File: src/rtl/global_pkg.sv
// Shared definitions for the UART/RAM subsystem.
// Holds the RAM geometry, the DMA controller state encoding, its default
// region placement, and a constant function that validates a region layout.
package global_pkg;

  // gp_ram has an 8-bit address, so the full space is usable.
  localparam int unsigned RAM_DEPTH = 256;

  // Default DMA region placement.
  localparam logic [7:0]  DMA_RX_BASE = 8'h10;
  localparam int unsigned DMA_RX_LEN  = 8;
  localparam logic [7:0]  DMA_TX_BASE = 8'h04;
  localparam int unsigned DMA_TX_LEN  = 2;

  typedef enum logic [3:0] {
    IDLE     = 4'd0,
    RX_REQ   = 4'd1,
    RX_WRITE = 4'd2,
    RX_GAP   = 4'd3,
    TX_REQ   = 4'd4,
    TX_READ  = 4'd5,
    TX_LATCH = 4'd6,
    TX_WAIT  = 4'd7,
    TX_BUSY  = 4'd8,
    DONE     = 4'd9
  } dma_state_t;

  // True when both regions fit in RAM, are legally sized and do not overlap.
  function automatic bit dma_regions_ok(input int unsigned rx_base, input int unsigned rx_len,
                                        input int unsigned tx_base, input int unsigned tx_len);
    bit ok;
    ok = (rx_len >= 1) && (rx_len <= 64) && (tx_len >= 1) && (tx_len <= 8);
    ok = ok && (rx_base + rx_len <= RAM_DEPTH) && (tx_base + tx_len <= RAM_DEPTH);
    ok = ok && ((rx_base + rx_len <= tx_base) || (tx_base + tx_len <= rx_base));
    return ok;
  endfunction

endpackage

File: src/rtl/dma_ctrl.sv
// Bus-master DMA between the UART stage and gp_ram.
//  - RX path: pops bytes from the RX buffer into a circular RAM region.
//  - TX path: on Send_comm, reads TX_LEN bytes from the TX region and hands
//    them one by one to the UART transmitter.
// The RAM port is driven only while the CPU grants the bus (DMA_RQ/DMA_ACK).
//
// Ports:
//   Clk, Rst_n          clock, synchronous active-low reset
//   RCVD_Data, RX_Empty RX buffer head byte and empty flag
//   Data_Read           one-cycle pop strobe to the RX buffer
//   TX_Data, Valid_D    byte to transmitter and its one-cycle valid strobe
//   TX_RDY              transmitter idle
//   Send_comm           CPU start-transmit pulse
//   READY               no transmit active or pending
//   DMA_RQ, DMA_ACK     bus request / grant
//   Ram_*               gp_ram master port (Ram_Rdata is registered by the RAM)
module dma_ctrl
  import global_pkg::*;
#(
  parameter logic [7:0]  RX_BASE = DMA_RX_BASE,
  parameter int unsigned RX_LEN  = DMA_RX_LEN,
  parameter logic [7:0]  TX_BASE = DMA_TX_BASE,
  parameter int unsigned TX_LEN  = DMA_TX_LEN
) (
  input  logic       Clk,
  input  logic       Rst_n,
  input  logic [7:0] RCVD_Data,
  input  logic       RX_Empty,
  output logic       Data_Read,
  output logic [7:0] TX_Data,
  output logic       Valid_D,
  input  logic       TX_RDY,
  input  logic       Send_comm,
  output logic       READY,
  output logic       DMA_RQ,
  input  logic       DMA_ACK,
  output logic       Ram_Cs,
  output logic       Ram_Wen,
  output logic       Ram_Oen,
  output logic [7:0] Ram_Addr,
  output logic [7:0] Ram_Wdata,
  input  logic [7:0] Ram_Rdata
);

  if (!dma_regions_ok(RX_BASE, RX_LEN, TX_BASE, TX_LEN)) begin : g_cfg_check
    $error("dma_ctrl: invalid RX/TX region layout");
  end

  localparam logic [5:0] RxLast = 6'(RX_LEN - 1);
  localparam logic [2:0] TxLast = 3'(TX_LEN - 1);

  dma_state_t r_state, w_state_nxt;
  logic [5:0] r_wptr, w_wptr_nxt;
  logic [2:0] r_tx_idx, w_tx_idx_nxt;
  logic       r_send_pend, w_send_pend_nxt;
  logic [7:0] r_tx_data, w_tx_data_nxt;
  logic       r_valid, w_valid_nxt;

  always_ff @(posedge Clk) begin
    if (!Rst_n) begin
      r_state     <= IDLE;
      r_wptr      <= '0;
      r_tx_idx    <= '0;
      r_send_pend <= 1'b0;
      r_tx_data   <= '0;
      r_valid     <= 1'b0;
    end else begin
      r_state     <= w_state_nxt;
      r_wptr      <= w_wptr_nxt;
      r_tx_idx    <= w_tx_idx_nxt;
      r_send_pend <= w_send_pend_nxt;
      r_tx_data   <= w_tx_data_nxt;
      r_valid     <= w_valid_nxt;
    end
  end

  always_comb begin
    w_state_nxt     = r_state;
    w_wptr_nxt      = r_wptr;
    w_tx_idx_nxt    = r_tx_idx;
    w_tx_data_nxt   = r_tx_data;
    w_valid_nxt     = 1'b0;
    w_send_pend_nxt = r_send_pend;

    unique case (r_state)
      IDLE: begin
        // RX wins so the RX buffer never backs up behind a TX burst.
        if (!RX_Empty)        w_state_nxt = RX_REQ;
        else if (r_send_pend) w_state_nxt = TX_REQ;
      end
      RX_REQ:   if (DMA_ACK) w_state_nxt = RX_WRITE;
      RX_WRITE: begin
        w_wptr_nxt  = (r_wptr == RxLast) ? '0 : r_wptr + 6'd1;
        w_state_nxt = RX_GAP;
      end
      // One idle cycle so RX_Empty reflects the pop before deciding.
      RX_GAP:   w_state_nxt = RX_Empty ? IDLE : RX_WRITE;
      TX_REQ:   if (DMA_ACK) w_state_nxt = TX_READ;
      TX_READ:  w_state_nxt = TX_LATCH;
      TX_LATCH: begin
        w_tx_data_nxt = Ram_Rdata;
        w_state_nxt   = TX_WAIT;
      end
      TX_WAIT: begin
        if (TX_RDY) begin
          w_valid_nxt = 1'b1;
          w_state_nxt = TX_BUSY;
        end
      end
      // Wait for the transmitter to accept the byte (TX_RDY falls).
      TX_BUSY: begin
        if (!TX_RDY) begin
          if (r_tx_idx == TxLast) begin
            w_tx_idx_nxt = '0;
            w_state_nxt  = DONE;
          end else begin
            w_tx_idx_nxt = r_tx_idx + 3'd1;
            w_state_nxt  = TX_READ;
          end
        end
      end
      DONE:    w_state_nxt = IDLE;
      default: w_state_nxt = IDLE;
    endcase

    if ((w_state_nxt == TX_REQ) && (r_state != TX_REQ)) w_send_pend_nxt = 1'b0;
    // A pulse landing on the consume cycle is a fresh request, so it wins.
    if (Send_comm) w_send_pend_nxt = 1'b1;
  end

  always_comb begin
    DMA_RQ    = 1'b0;
    Data_Read = 1'b0;
    Ram_Cs    = 1'b0;
    Ram_Wen   = 1'b0;
    Ram_Oen   = 1'b0;
    Ram_Addr  = '0;
    Ram_Wdata = '0;

    case (r_state)
      RX_REQ, TX_REQ, TX_LATCH, TX_WAIT, TX_BUSY: DMA_RQ = 1'b1;
      RX_WRITE: begin
        DMA_RQ    = 1'b1;
        Ram_Cs    = 1'b1;
        Ram_Wen   = 1'b1;
        Ram_Addr  = RX_BASE + {2'b00, r_wptr};
        Ram_Wdata = RCVD_Data;
        Data_Read = 1'b1;
      end
      // Release the bus in the last cycle before returning to IDLE.
      RX_GAP: DMA_RQ = !RX_Empty;
      TX_READ: begin
        DMA_RQ   = 1'b1;
        Ram_Cs   = 1'b1;
        Ram_Oen  = 1'b1;
        Ram_Addr = TX_BASE + {5'b00000, r_tx_idx};
      end
      default: ;
    endcase
  end

  assign READY   = (r_state == IDLE) && !r_send_pend;
  assign TX_Data = r_tx_data;
  assign Valid_D = r_valid;

endmodule

File: config.mk
export PLATFORM = sky130hd
export DESIGN_NAME = dma_ctrl
export DESIGN_NICKNAME = d
export VERILOG_FILES = /design/src/rtl/global_pkg.sv /design/src/rtl/dma_ctrl.sv
export SDC_FILE = /design/constraint.sdc
export NUM_CORES = 1
export LEC_CHECK = 0
export BUFFER_PORTS_ARGS = -buffer_cell sky130_fd_sc_hd__buf_2
export CAP_MARGIN = 10
export CORE_MARGIN = 3
export CORE_UTILIZATION = 30
export CTS_CLUSTER_DIAMETER = 120
export DETAILED_ROUTE_END_ITERATION = 8
export PLACE_DENSITY = 0.62
export SLEW_MARGIN = 10
export SYNTH_ARGS = -nofsm -noshare
export SYNTH_HDL_FRONTEND = slang
export SYNTH_SLANG_ARGS = --single-unit
File: constraint.sdc
create_clock -name Clk -period 3.3 [get_ports Clk]
set_clock_uncertainty 0.2 [all_clocks]
set_input_delay 0.165 -clock Clk [delete_from_list [all_inputs] [get_ports Clk]]
set_output_delay 0.165 -clock Clk [all_outputs]
set_load 0.02 [all_outputs]
# Word-level counts from Yosys, hierarchy flattened
# Index checks and enable logic that the tools add are counted.
# word_totals
reg_bits,23
output_inout_bits,31
wordCells,53
# classes
n_addsub,4
eq_ne,12
mux,20
bitwise_logic,1
n_reduce_logical,10
# ops
operator,n
4-bit case mux with 9 select lines,1
4-bit 2-to-1 mux,7
4-bit by 3-bit == test with 1-bit output (second input constant),5
7-bit case mux with 2 select lines,1
4-bit by 2-bit == test with 1-bit output (second input constant),2
8-bit 2-to-1 mux,1
5-bit by 6-bit adder with 7-bit output (first input constant),1
7-bit OR reduction,1
6-bit by 1-bit adder with 6-bit output (second input constant),1
6-bit by 3-bit == test with 1-bit output (second input constant),1
1-bit 2-to-1 mux,6
6-bit 2-to-1 mux,1
3-bit by 3-bit adder with 4-bit output (first input constant),1
4-bit by 1-bit == test with 1-bit output (second input constant),1
4-bit == test (second input constant),1
4-bit logical NOT,1
4-bit by 3-bit inequality test with 1-bit output (second input constant),1
2-bit AND reduction,2
3-bit by 1-bit adder with 3-bit output (second input constant),1
3-bit by 1-bit == test with 1-bit output (second input constant),1
3-bit 2-to-1 mux,1
1-bit logical AND,2
1-bit logical NOT,2
2-bit 2-to-1 mux,1
4 further kinds,4

# Logic depth before layout (Yosys ltp)
# logic_depth
word_depth,8
depth_mapped,6
depth_no_buf,6

# Worst setup path before layout
# OpenSTA, ideal clock, no wires.
# synth_path
kind,register to output
startpoint,reg r_state[1]
endpoint,out Ram_Addr[2]
arrival_ns,1.550
slack_ns,1.385
stages_incl_launch_ff,5
cell_sequence,dfxtp_1 clkbuf_1 nor3b_2 inv_1 o21ai_0
# synth_via
elab_chain_cells,2
word_cells_on_any_way,3
cone_classes,eq/ne: 2; mux: 1
# synth_lines
element,line,text
from (decl),dma_ctrl.sv:52,"dma_state_t r_state, w_state_nxt;"
from (signal assigned),dma_ctrl.sv:68,r_state <= w_state_nxt;
4-bit by 3-bit == test with 1-bit output or 4-bit by 2-bit == test with 1-bit output (tied branches),dma_ctrl.sv:140,case (r_state)
7-bit case mux with 2 select lines *,dma_ctrl.sv:140,
to (decl),dma_ctrl.sv:40,"output logic [7:0] Ram_Addr,"
# Every way passes the cells marked *; elsewhere a longest branch is shown, timed or not.

# Worst setup path after layout
# layout_path
startpoint,reg r_state[2]
endpoint,out Ram_Addr[2]
# Same word-level chain as after synthesis.

==> qor.txt <==
root buffer cell - clkbuf_8
Final Cell Area - 0.00171 mm^2
part of the cycle the worst path needs - 0.676
Slew headroom - 0.460
Placed Cells - 242
Post-Syn Instances - 151
Seq/Total Area, Yosys - 0.351
initial antenna violation count - 0
synth unique cells - 42
Worst-Skew Late Latency - 0.26 ns
peak supply drop - 221 uV
DR WL/cell - 11.3 um
Yosys warning count - 0
ant diodes - 0
max_cap viols - 0
area grow syn2layout - 30.8%
final hold vios - 0
row count - 23
count of state elements after synthesis - 23
cell leakage power - 0.730 nW
critical path arrival - 1.86 ns
post-synth net total - 176
proportion of layout cells with a drive suffix above 1 - 0.302
Mean Syn Cell Area - 8.68 um^2
asr flop ratio synth - 0
Max FO, Critical Path - 12
vias per inst - 4.61
worst-margin pin slew - 0.806 ns
R2R Setup Slk - 1.13 ns
Cell Area, Synth - 0.00131 mm^2
CTS clk-pin slew, worst paths - 0.08 ns
CORE AREA - 0.00412 mm^2
initial cell density of the core - 0.318
TNS Setup - 0 ns
CTS Buf Count - 3
Post-synth EDFFs - 0
filler instances - 435
gr usage total - 0.117
most frequent cells in the layout - buf_2, dfxtp_1, and2_1
CTS tree - built
Post-Layout Cell Count - 255
Post-CTS Resized - 0
final WL - 2890 um
P per Cell Area - 360 mW/mm^2
clk buf depth - 2
vias in the first global route - 1100
Min-Delay Path Class - in2reg
overall power - 0.617 mW
DRT antenna net count - 0
Final setup viols - 0
status - finished, final reports clean
Remaining DRCs - 0
post-CTS setup buffers - 0
placed cell area - 0.00158 mm^2
dpl hpwl - 2060 um
Worst EP required - 2.93 ns
f_max - 448 MHz
H-tree depth - 1
die height - 72.1 um
Pre-Repair DR Iteration Count - 4
Slew Limit Fails - 0
critical path class - reg2out
crit end category - output pin
largest net degree at the start of global routing - 26
Final #Nets - 231
hold_buf cts - 9
IO Pins - 53
clock sinks - 23
top_reg_cell synth - dfxtp_1
Die W - 72.1 um
DR iter-0 viols - 85
vias - 1176
commonest non-fill, non-tap cell in the layout - buf_2
DIE AREA - 0.00520 mm^2
crit path launch type - flip-flop
total grt overflow - 0
min cycle time layout - 2.23 ns
first-pass GRT wire length - 4910 um
GP Congestion - 0.789
Port Buffers - 51
RSZ-0062 raised after global routing - no
## worst paths after layout
path	startpoint	end	cells after the start
setup / recovery	r_state[2]$_SDFF_PN0_	Ram_Addr[2]	5
hold / removal	RX_Empty	r_state[0]$_SDFF_PN0_	3
setup reg to reg	r_state[2]$_SDFF_PN0_	TX_Data[4]$_SDFFE_PN0P_	4
hold reg to reg	TX_Data[0]$_SDFFE_PN0P_	TX_Data[0]$_SDFFE_PN0P_	2
## flip-flops by register name (all words and copies together) (netlist names)
signal / cells
TX_Data: 8
r_wptr: 6
r_send_pend: 1
r_tx_idx: 3
Valid_D: 1
r_state: 4
## layout make-up
class,instances,area [um^2],area share
multi-input cells,110,764,0.446
flip-flops and latches,23,460,0.269
repair buffers,61,353,0.206
well taps,50,62.6,0.0365
clock buffers,3,41.3,0.0241
inverters,7,26.3,0.0153
clock inverters,1,5.00,0.00292
## worst max-delay path, stage by stage (launching register included)
cell and delay, ns:
dfxtp_1 0.61, nand2b_1 0.21, nor3b_2 0.39, inv_1 0.07, o21ai_0 0.14, buf_2 0.18
## cell usage after synthesis, drive strengths merged, types with 2 or more instances
| cell type | n | share of area |
|---|---|---|
| nor2 | 3 | 0.0086 |
| nand2 | 7 | 0.020 |
| or2 | 3 | 0.014 |
| nor4b | 2 | 0.025 |
| buf | 7 | 0.037 |
| nand2b | 2 | 0.0095 |
| dfxtp | 23 | 0.35 |
| a22o | 3 | 0.020 |
| mux2i | 9 | 0.069 |
| nand4 | 4 | 0.019 |
| o21ai | 10 | 0.038 |
| and2 | 14 | 0.067 |
| nor3 | 3 | 0.015 |
| nand3 | 3 | 0.011 |
| nor2b | 12 | 0.057 |
| nor3b | 4 | 0.027 |
| xnor2 | 2 | 0.013 |
| a21oi | 5 | 0.019 |
| a211oi | 2 | 0.011 |
| inv | 7 | 0.020 |
| clkbuf | 4 | 0.011 |
| and3 | 2 | 0.0095 |
| ha | 3 | 0.029 |
| nand3b | 2 | 0.011 |
| o21a | 5 | 0.029 |
## per-layer routing
layer / global-route usage / wire length (um) / up-vias
met4: 0.0376 / 34 / 0
met1: 0.152 / 1410 / 514
met3: 0.0305 / 120 / 4
met2: 0.188 / 1330 / 27
met5: 0 / 0 / -
li1: - / - / 631
## report_power, final
part	leakage, nW	switching (mW)	total (mW)	internal (mW)
clock	0.0255	0.0916	0.176	0.0843
combinational	0.519	0.0707	0.135	0.0645
sequential	0.186	0.0208	0.306	0.285
## logic make-up (layout without fill, tap and decap cells)
| kind of cell | Yosys count | count (layout) | share of synthesized area |
|---|---|---|---|
| buf+inv | 18 | 72 | 0.0688 |
| other cells | 1 | 1 | 0.00286 |
| fa+ha+maj | 3 | 3 | 0.0287 |
| xor+xnor | 2 | 2 | 0.0134 |
| compound gates | 32 | 32 | 0.160 |
| mux | 9 | 9 | 0.0688 |
| flops | 23 | 23 | 0.351 |
| simple gates | 63 | 63 | 0.307 |
## metrics by stage
step / utilization / setup slack [ns] / hold WS [ns]
2_1_floorplan: - / 1.39 / 0.0888
3_3_place_gp: 0.383 / 1.21 / 0.179
3_5_place_dp: 0.383 / 1.18 / 0.182
4_1_cts: 0.416 / 1.05 / 0.0866
5_1_grt: 0.416 / 0.843 / 0.103
6_report: 0.416 / 1.07 / 0.0950
(Power assumes the default switching activity.)
